$ cat src/rtl/pilot_strip_if.sv
// Sample stream interface for pilot_strip: upstream sample input plus
// the forwarded data stream with valid/ready flow control.
interface pilot_strip_if #(
  parameter int DATA_W = 32
) ();
  logic [DATA_W-1:0] signal_in;
  logic              valid_in;
  logic              ready_out;
  logic              frame_start_in;
  logic [DATA_W-1:0] data_out;
  logic              data_valid;
  logic              data_ready;
  logic              data_last;

  modport master (
    output signal_in, valid_in, frame_start_in, data_ready,
    input  ready_out, data_out, data_valid, data_last
  );

  modport slave (
    input  signal_in, valid_in, frame_start_in, data_ready,
    output ready_out, data_out, data_valid, data_last
  );
endinterface

$ cat src/rtl/pilot_strip.sv
// Pilot stripper: routes pilots to a side channel and forwards data through a 2-entry skid FIFO.
// Optional macro PILOT_CHECK_EN enables pilot comparison against pilot_value.
module pilot_strip #(
  parameter int DATA_W = 32,
  parameter int CNT_W  = 13
) (
  input  logic               clk,
  input  logic               rst,
  pilot_strip_if.slave       s,
  input  logic [CNT_W-1:0]   pilot_interval,
  input  logic [CNT_W-1:0]   frame_length,
  input  logic [DATA_W-1:0]  pilot_value,
  output logic [DATA_W-1:0]  pilot_out,
  output logic               pilot_valid,
  output logic               pilot_last,
  output logic               pilot_mismatch,
  output logic [15:0]        mismatch_count,
  output logic               error
);

  logic [CNT_W-1:0]  r_cnt_pilot;
  logic [CNT_W-1:0]  r_cnt_frame;
  logic [CNT_W-1:0]  w_cnt_pilot_nxt;
  logic [CNT_W-1:0]  w_cnt_frame_nxt;
  logic [CNT_W-1:0]  w_pos_p;
  logic [CNT_W-1:0]  w_pos_f;
  logic [CNT_W-1:0]  w_pi_m1;
  logic [CNT_W-1:0]  w_fl_m1;
  logic              w_accept;
  logic              w_cfg_ok;
  logic              w_is_pilot;
  logic              w_is_last;
  logic              w_sync_err;
  logic              w_push;
  logic              w_pop;

  logic [DATA_W-1:0] r_mem_d [2];
  logic              r_mem_l [2];
  logic              r_wptr;
  logic              r_rptr;
  logic [1:0]        r_fill;
  logic [1:0]        w_fill_nxt;
  logic              r_ready;

  logic [DATA_W-1:0] r_pilot_out;
  logic              r_pilot_valid;
  logic              r_pilot_last;
  logic              r_error;

  always_comb begin
    w_accept = s.valid_in & r_ready;
    w_cfg_ok = (pilot_interval >= CNT_W'(2)) && (frame_length != '0);
    // Minus-one terms only formed for a legal config so they never wrap.
    w_pi_m1  = w_cfg_ok ? pilot_interval - CNT_W'(1) : '0;
    w_fl_m1  = w_cfg_ok ? frame_length   - CNT_W'(1) : '0;
    w_pos_p  = s.frame_start_in ? '0 : r_cnt_pilot;
    w_pos_f  = s.frame_start_in ? '0 : r_cnt_frame;
    w_is_pilot = w_cfg_ok && (w_pos_p == '0);
    w_is_last  = w_cfg_ok && (w_pos_f == w_fl_m1);
    w_sync_err = w_accept && s.frame_start_in && (r_cnt_frame != '0);

    w_cnt_pilot_nxt = r_cnt_pilot;
    w_cnt_frame_nxt = r_cnt_frame;
    if (w_accept) begin
      if (!w_cfg_ok || w_is_last) begin
        w_cnt_pilot_nxt = '0;
        w_cnt_frame_nxt = '0;
      end else begin
        w_cnt_frame_nxt = w_pos_f + CNT_W'(1);
        w_cnt_pilot_nxt = (w_pos_p == w_pi_m1) ? '0 : w_pos_p + CNT_W'(1);
      end
    end

    w_push = w_accept && !w_is_pilot;
    w_pop  = (r_fill != 2'd0) && s.data_ready;
    w_fill_nxt = r_fill;
    case ({w_push, w_pop})
      2'b10:   w_fill_nxt = r_fill + 2'd1;
      2'b01:   w_fill_nxt = r_fill - 2'd1;
      default: w_fill_nxt = r_fill;
    endcase
  end

  always_ff @(posedge clk) begin
    if (rst) begin
      r_cnt_pilot <= '0;
      r_cnt_frame <= '0;
      r_error     <= 1'b0;
    end else begin
      r_cnt_pilot <= w_cnt_pilot_nxt;
      r_cnt_frame <= w_cnt_frame_nxt;
      if (w_sync_err || (w_accept && !w_cfg_ok)) begin
        r_error <= 1'b1;
      end
    end
  end

  always_ff @(posedge clk) begin
    if (rst) begin
      r_pilot_out   <= '0;
      r_pilot_valid <= 1'b0;
      r_pilot_last  <= 1'b0;
    end else begin
      r_pilot_valid <= w_accept && w_is_pilot;
      r_pilot_last  <= w_accept && w_is_pilot && w_is_last;
      if (w_accept && w_is_pilot) begin
        r_pilot_out <= s.signal_in;
      end
    end
  end

  // Ready comes from the registered fill so data_ready never reaches ready_out combinationally.
  always_ff @(posedge clk) begin
    if (rst) begin
      for (int unsigned i = 0; i < 2; i++) begin
        r_mem_d[i] <= '0;
        r_mem_l[i] <= 1'b0;
      end
      r_wptr  <= 1'b0;
      r_rptr  <= 1'b0;
      r_fill  <= 2'd0;
      r_ready <= 1'b0;
    end else begin
      if (w_push) begin
        r_mem_d[r_wptr] <= s.signal_in;
        r_mem_l[r_wptr] <= w_is_last;
        r_wptr          <= ~r_wptr;
      end
      if (w_pop) begin
        r_rptr <= ~r_rptr;
      end
      r_fill  <= w_fill_nxt;
      r_ready <= (w_fill_nxt != 2'd2);
    end
  end

  assign s.ready_out  = r_ready;
  assign s.data_valid = (r_fill != 2'd0);
  assign s.data_out   = r_mem_d[r_rptr];
  assign s.data_last  = r_mem_l[r_rptr] & (r_fill != 2'd0);

  assign pilot_out   = r_pilot_out;
  assign pilot_valid = r_pilot_valid;
  assign pilot_last  = r_pilot_last;
  assign error       = r_error;

`ifdef PILOT_CHECK_EN
  logic        r_mismatch;
  logic [15:0] r_mismatch_cnt;

  always_ff @(posedge clk) begin
    if (rst) begin
      r_mismatch     <= 1'b0;
      r_mismatch_cnt <= '0;
    end else begin
      r_mismatch <= 1'b0;
      if (w_accept && w_is_pilot && (s.signal_in != pilot_value)) begin
        r_mismatch <= 1'b1;
        if (r_mismatch_cnt != '1) begin
          r_mismatch_cnt <= r_mismatch_cnt + 16'd1;
        end
      end
    end
  end

  assign pilot_mismatch = r_mismatch;
  assign mismatch_count = r_mismatch_cnt;
`else
  logic w_unused_pilot_value;
  assign w_unused_pilot_value = ^pilot_value;
  assign pilot_mismatch = 1'b0;
  assign mismatch_count = '0;
`endif

endmodule
$ cat src/flat_wrapper.sv
// flat-port wrapper written by rule: the top's interface ports become plain ports
module pilot_strip_flat 
#(
  parameter int DATA_W = 32,
  parameter int CNT_W  = 13
)
  (clk, rst, pilot_interval, frame_length, pilot_value, pilot_out, pilot_valid, pilot_last, pilot_mismatch, mismatch_count, error, s_signal_in, s_valid_in, s_frame_start_in, s_data_ready, s_ready_out, s_data_out, s_data_valid, s_data_last);
  pilot_strip_if #(.DATA_W(DATA_W)) s_i ();
  input  logic clk;
  input  logic rst;
  input  logic [CNT_W-1:0] pilot_interval;
  input  logic [CNT_W-1:0] frame_length;
  input  logic [DATA_W-1:0] pilot_value;
  output logic [DATA_W-1:0] pilot_out;
  output logic pilot_valid;
  output logic pilot_last;
  output logic pilot_mismatch;
  output logic [15:0] mismatch_count;
  output logic error;
  input wire logic [$bits(s_i.signal_in)-1:0] s_signal_in;
  input wire logic [$bits(s_i.valid_in)-1:0] s_valid_in;
  input wire logic [$bits(s_i.frame_start_in)-1:0] s_frame_start_in;
  input wire logic [$bits(s_i.data_ready)-1:0] s_data_ready;
  output wire logic [$bits(s_i.ready_out)-1:0] s_ready_out;
  output wire logic [$bits(s_i.data_out)-1:0] s_data_out;
  output wire logic [$bits(s_i.data_valid)-1:0] s_data_valid;
  output wire logic [$bits(s_i.data_last)-1:0] s_data_last;
  assign s_i.signal_in = s_signal_in;
  assign s_i.valid_in = s_valid_in;
  assign s_i.frame_start_in = s_frame_start_in;
  assign s_i.data_ready = s_data_ready;
  assign s_ready_out = s_i.ready_out;
  assign s_data_out = s_i.data_out;
  assign s_data_valid = s_i.data_valid;
  assign s_data_last = s_i.data_last;
  pilot_strip #(.DATA_W(DATA_W), .CNT_W(CNT_W)) u_core (.clk(clk), .rst(rst), .s(s_i), .pilot_interval(pilot_interval), .frame_length(frame_length), .pilot_value(pilot_value), .pilot_out(pilot_out), .pilot_valid(pilot_valid), .pilot_last(pilot_last), .pilot_mismatch(pilot_mismatch), .mismatch_count(mismatch_count), .error(error));
endmodule
$ cat config.mk
export PLATFORM = sky130hd
export DESIGN_NAME = pilot_strip_flat
export DESIGN_NICKNAME = d
export VERILOG_FILES = /design/src/rtl/pilot_strip_if.sv /design/src/rtl/pilot_strip.sv /design/src/flat_wrapper.sv
export SDC_FILE = /design/constraint.sdc
export NUM_CORES = 1
export LEC_CHECK = 0
export BUFFER_PORTS_ARGS = -buffer_cell sky130_fd_sc_hd__buf_2
export CAP_MARGIN = 40
export CORE_AREA = 5 5 125 127
export DETAILED_ROUTE_END_ITERATION = 8
export DIE_AREA = 0 0 130 132
export PLACE_DENSITY_LB_ADDON = 0.2
export SYNTH_ARGS = -nofsm -noshare
export SYNTH_HDL_FRONTEND = slang
export SYNTH_SLANG_ARGS = --single-unit
export TNS_END_PERCENT = 20
$ cat constraint.sdc
create_clock -name clk -period 5.85 [get_ports clk]
set_clock_uncertainty 0.1 [all_clocks]
set_input_delay 1.17 -clock clk [delete_from_list [all_inputs] [get_ports clk]]
set_output_delay 1.17 -clock clk [all_outputs]
set_load 0.1 [all_outputs]
==> flow_summary.yaml <==
status:
  result_of_the_run: "finished, final reports clean"
route:
  drt-vias-per-instance: 5.564
  first_pass_iteration_count_of_the_detailed_router: 5
  drc_errors: 0
  route.vias.total: 6187
  route.final.wire_length_um: 17960
  routed_wire_length_per_instance_um: 16.15
  detail-route-antenna-nets: 0
  drt_iter0_markers: 410
die:
  boundaryPins: 182
  die_width_um: 130
  floorplan.die.height_um: 132
  fp-row-count: 44
  start_util_pct: 52.63
  design.core.area_sq_mm: 0.01431
  die_area_sq_mm: 0.01716
min_path:
  timing.hold.worst_path_depth: 2
  path_category_of_the_worst_min_delay_check: "reg2reg"
  worst_hold_startpoint: "u_core.pilot_out[24]$_SDFFE_PP0P_"
setup_path:
  timing.critical_path.from: "pilot_interval[6]"
  cp_data_required_time_ns: 6.07
  worst_setup_ep_type: "register"
  criticalPathCategory: "in2reg"
  setup.worst_path.start_class: "input port"
  critical_path_arrival_ns: 4.66
  worst_r2r_startpoint: "u_core.r_cnt_frame[3]$_SDFFE_PP0P_"
  timing.critical_path.fanout_max: 16
  reg2reg_depth: 9
synth:
  syn-cell-area_sq_mm: 0.007533
  share_of_synthesized_area_occupied_by_flip_flops_and_latches_pct: 44.11
  ys_dominant_reg_cell: "dfxtp_1"
  ys.warnings.count: 0
  synth_enable_flop_cells: 66
  synth_area_per_cell_sq_um: 9.278
  async_flop_share_pct: 0
  post_synth_inst_count: 812
  yosysUniqueCellTypes: 82
  postSynthRegisterBits: 133
finish:
  mostFrequentLayoutCells: "132 x buf_2, 112 x nand2_1, 75 x and2_1"
  areaGrowthSynthToFinish_pct: 16.94
  area_used_by_multi_input_combinational_logic_sq_mm: 0.003867
  final-seq-area_sq_mm: 0.003323
  antenna-diode-count: 0
  postLayoutCellArea_sq_mm: 0.008810
  num-fill-cells: 1256
  most_common_cell_after_layout_fill_and_taps_aside: "buf_2"
  drive_gt1_share_pct: 24.68
  nets: 1018
sta:
  hold_ws_ns: 0.3499
  grt_setup_unrepaired: "no"
  setup-violations-final: 0
  report.final.hold_viol_count: 0
  tns_ns: 0
  postLayoutSetupSlackWorst_ns: 1.405
  period_share_pct: 75.98
  slew_viol_final: 0
  finalCriticalPeriod_ns: 4.445
  achievable_frequency_mhz: 225.0
  worst_pin_slew_ns: 0.8447
  worst_case_headroom_to_the_max_slew_limit_pct: 43.69
cts:
  holdBufCountCts: 0
  clock-root-buffer: "clkbuf_16"
  cts.sinks: 133
  clk_latency_ns: 0.41
  cts_tree: "yes"
  ctsResizeCount: 0
  cts_max_path_buffers: 2
  cts_htree_levels: 4
  tritoncts.num_buffers: 17
  cts.clk_slew.worst_paths_ns: 0.05
  number_of_setup_buffers_added_after_cts: 0
global_route:
  grt_pass1_wl_um: 28790
  antenna_found_initial: 0
  globalRouteOverflowTotal: 0
  first_global_vias: 5755
  global_route_usage_over_all_layers_pct: 20.76
  grt_start_max_net_pins: 36
power:
  irDropWorstVdd_uv: 192.4
  power_density_mw_per_mm2: 296.9
  p_leak_uw: 0.003528
run:
  maxCapViolations: 0
place:
  dpl.hpwl_um: 12520
  portBuffers: 132
  post-place-ws_ns: 1.004
  area_after_detailed_placement_sq_mm: 0.008217
  gpl.final_weighted_congestion: 0.8692
## kinds of logic (layout without fill, tap and decap cells)
logic type / count (synthesis) / after routing / share of synthesized area, %
buffers and inverters: 90 / 190 / 5.664
DFF: 133 / 133 / 44.11
muxes: 35 / 35 / 5.199
adders and majority gates: 8 / 8 / 1.329
and+or+nand+nor: 366 / 366 / 26.19
xor gates and xnor gates: 26 / 26 / 3.405
AOI/OAI and AO/OA: 153 / 153 / 14.05
other: 1 / 17 / 0.04978
## cell usage after synthesis, types with 14 or more instances
cell | count | area [sq um]
nand3_1 | 18 | 90.09
xnor2_1 | 14 | 122.6
nor2_1 | 49 | 183.9
and2_1 | 75 | 469.2
mux2_2 | 33 | 371.6
dfxtp_1 | 67 | 1341
buf_4 | 18 | 135.1
a21oi_1 | 49 | 245.2
clkbuf_1 | 47 | 176.4
o21ai_0 | 15 | 75.07
nand2_1 | 112 | 420.4
inv_1 | 16 | 60.06
edfxtp_1 | 66 | 1982
a31oi_1 | 16 | 100.1
nor3_1 | 16 | 80.08
## critical path, cell delays in order
cell	delay [ns]
buf_2	0.13
or4_4	0.61
nor4_4	0.31
a21o_1	0.53
nor2_1	0.18
a31oi_1	0.29
a2111oi_4	0.11
a21oi_2	0.61
or3b_4	0.50
o311ai_2	0.21
## layer usage
metal	track usage (%)	share of wire, %	up-vias
li1	-	-	3071
met1	27.52	44	2901
met2	34.67	49	195
met3	3.890	6.4	20
met4	5.716	1.2	0
met5	0	0	-
## layout make-up
cell class	instances	area share, %
Clock buffer	25	6.008
Clock inverter	7	0.7243
Inverter	16	0.6817
Multi-Input combinational cell	605	43.90
Sequential cell	133	37.72
Tap cell	184	2.613
Timing Repair Buffer	142	8.351
## stage by stage
stage          cells  utilization, %  power [uW]
3_5_place_dp    1080           57.40        1588
2_1_floorplan    828               -        1495
4_1_cts         1112           61.55        2633
5_1_grt         1112           61.55        2707
3_3_place_gp    1079           57.35        1585
6_report        1112           61.55        2615
## power by group
group,switching [uW],leakage (uW),total [uW],internal (uW)
Sequential,18.9,0.00123,1030,1010
Combinational,428,0.00201,535,107
Clock,377,0.000293,1050,670
Total,823,0.00353,2620,1790
## registers in the layout, summed over array words and instances (netlist names), named ones only
signal              count
u_core.error            1
u_core.pilot_last       1
u_core.pilot_out       32
u_core.pilot_valid      1
u_core.r_cnt_frame     13
u_core.r_cnt_pilot     13
u_core.r_fill           2
u_core.r_mem_d         64
u_core.r_mem_l          2
u_core.r_rptr           1
u_core.r_wptr           1
u_core.s.ready_out      1
## path summary, 6_finish.rpt
| path | to | slack (ns) |
|---|---|---|
| max | u_core.r_cnt_pilot[2]$_SDFFE_PP0P_ | 1.41 |
| min | u_core.pilot_out[24]$_SDFFE_PP0P_ | 0.35 |
| max reg2reg | u_core.r_cnt_pilot[2]$_SDFFE_PP0P_ | 2.85 |
| min reg2reg | u_core.pilot_out[24]$_SDFFE_PP0P_ | 0.35 |
Note: power is estimated with default switching activity, not from simulation.
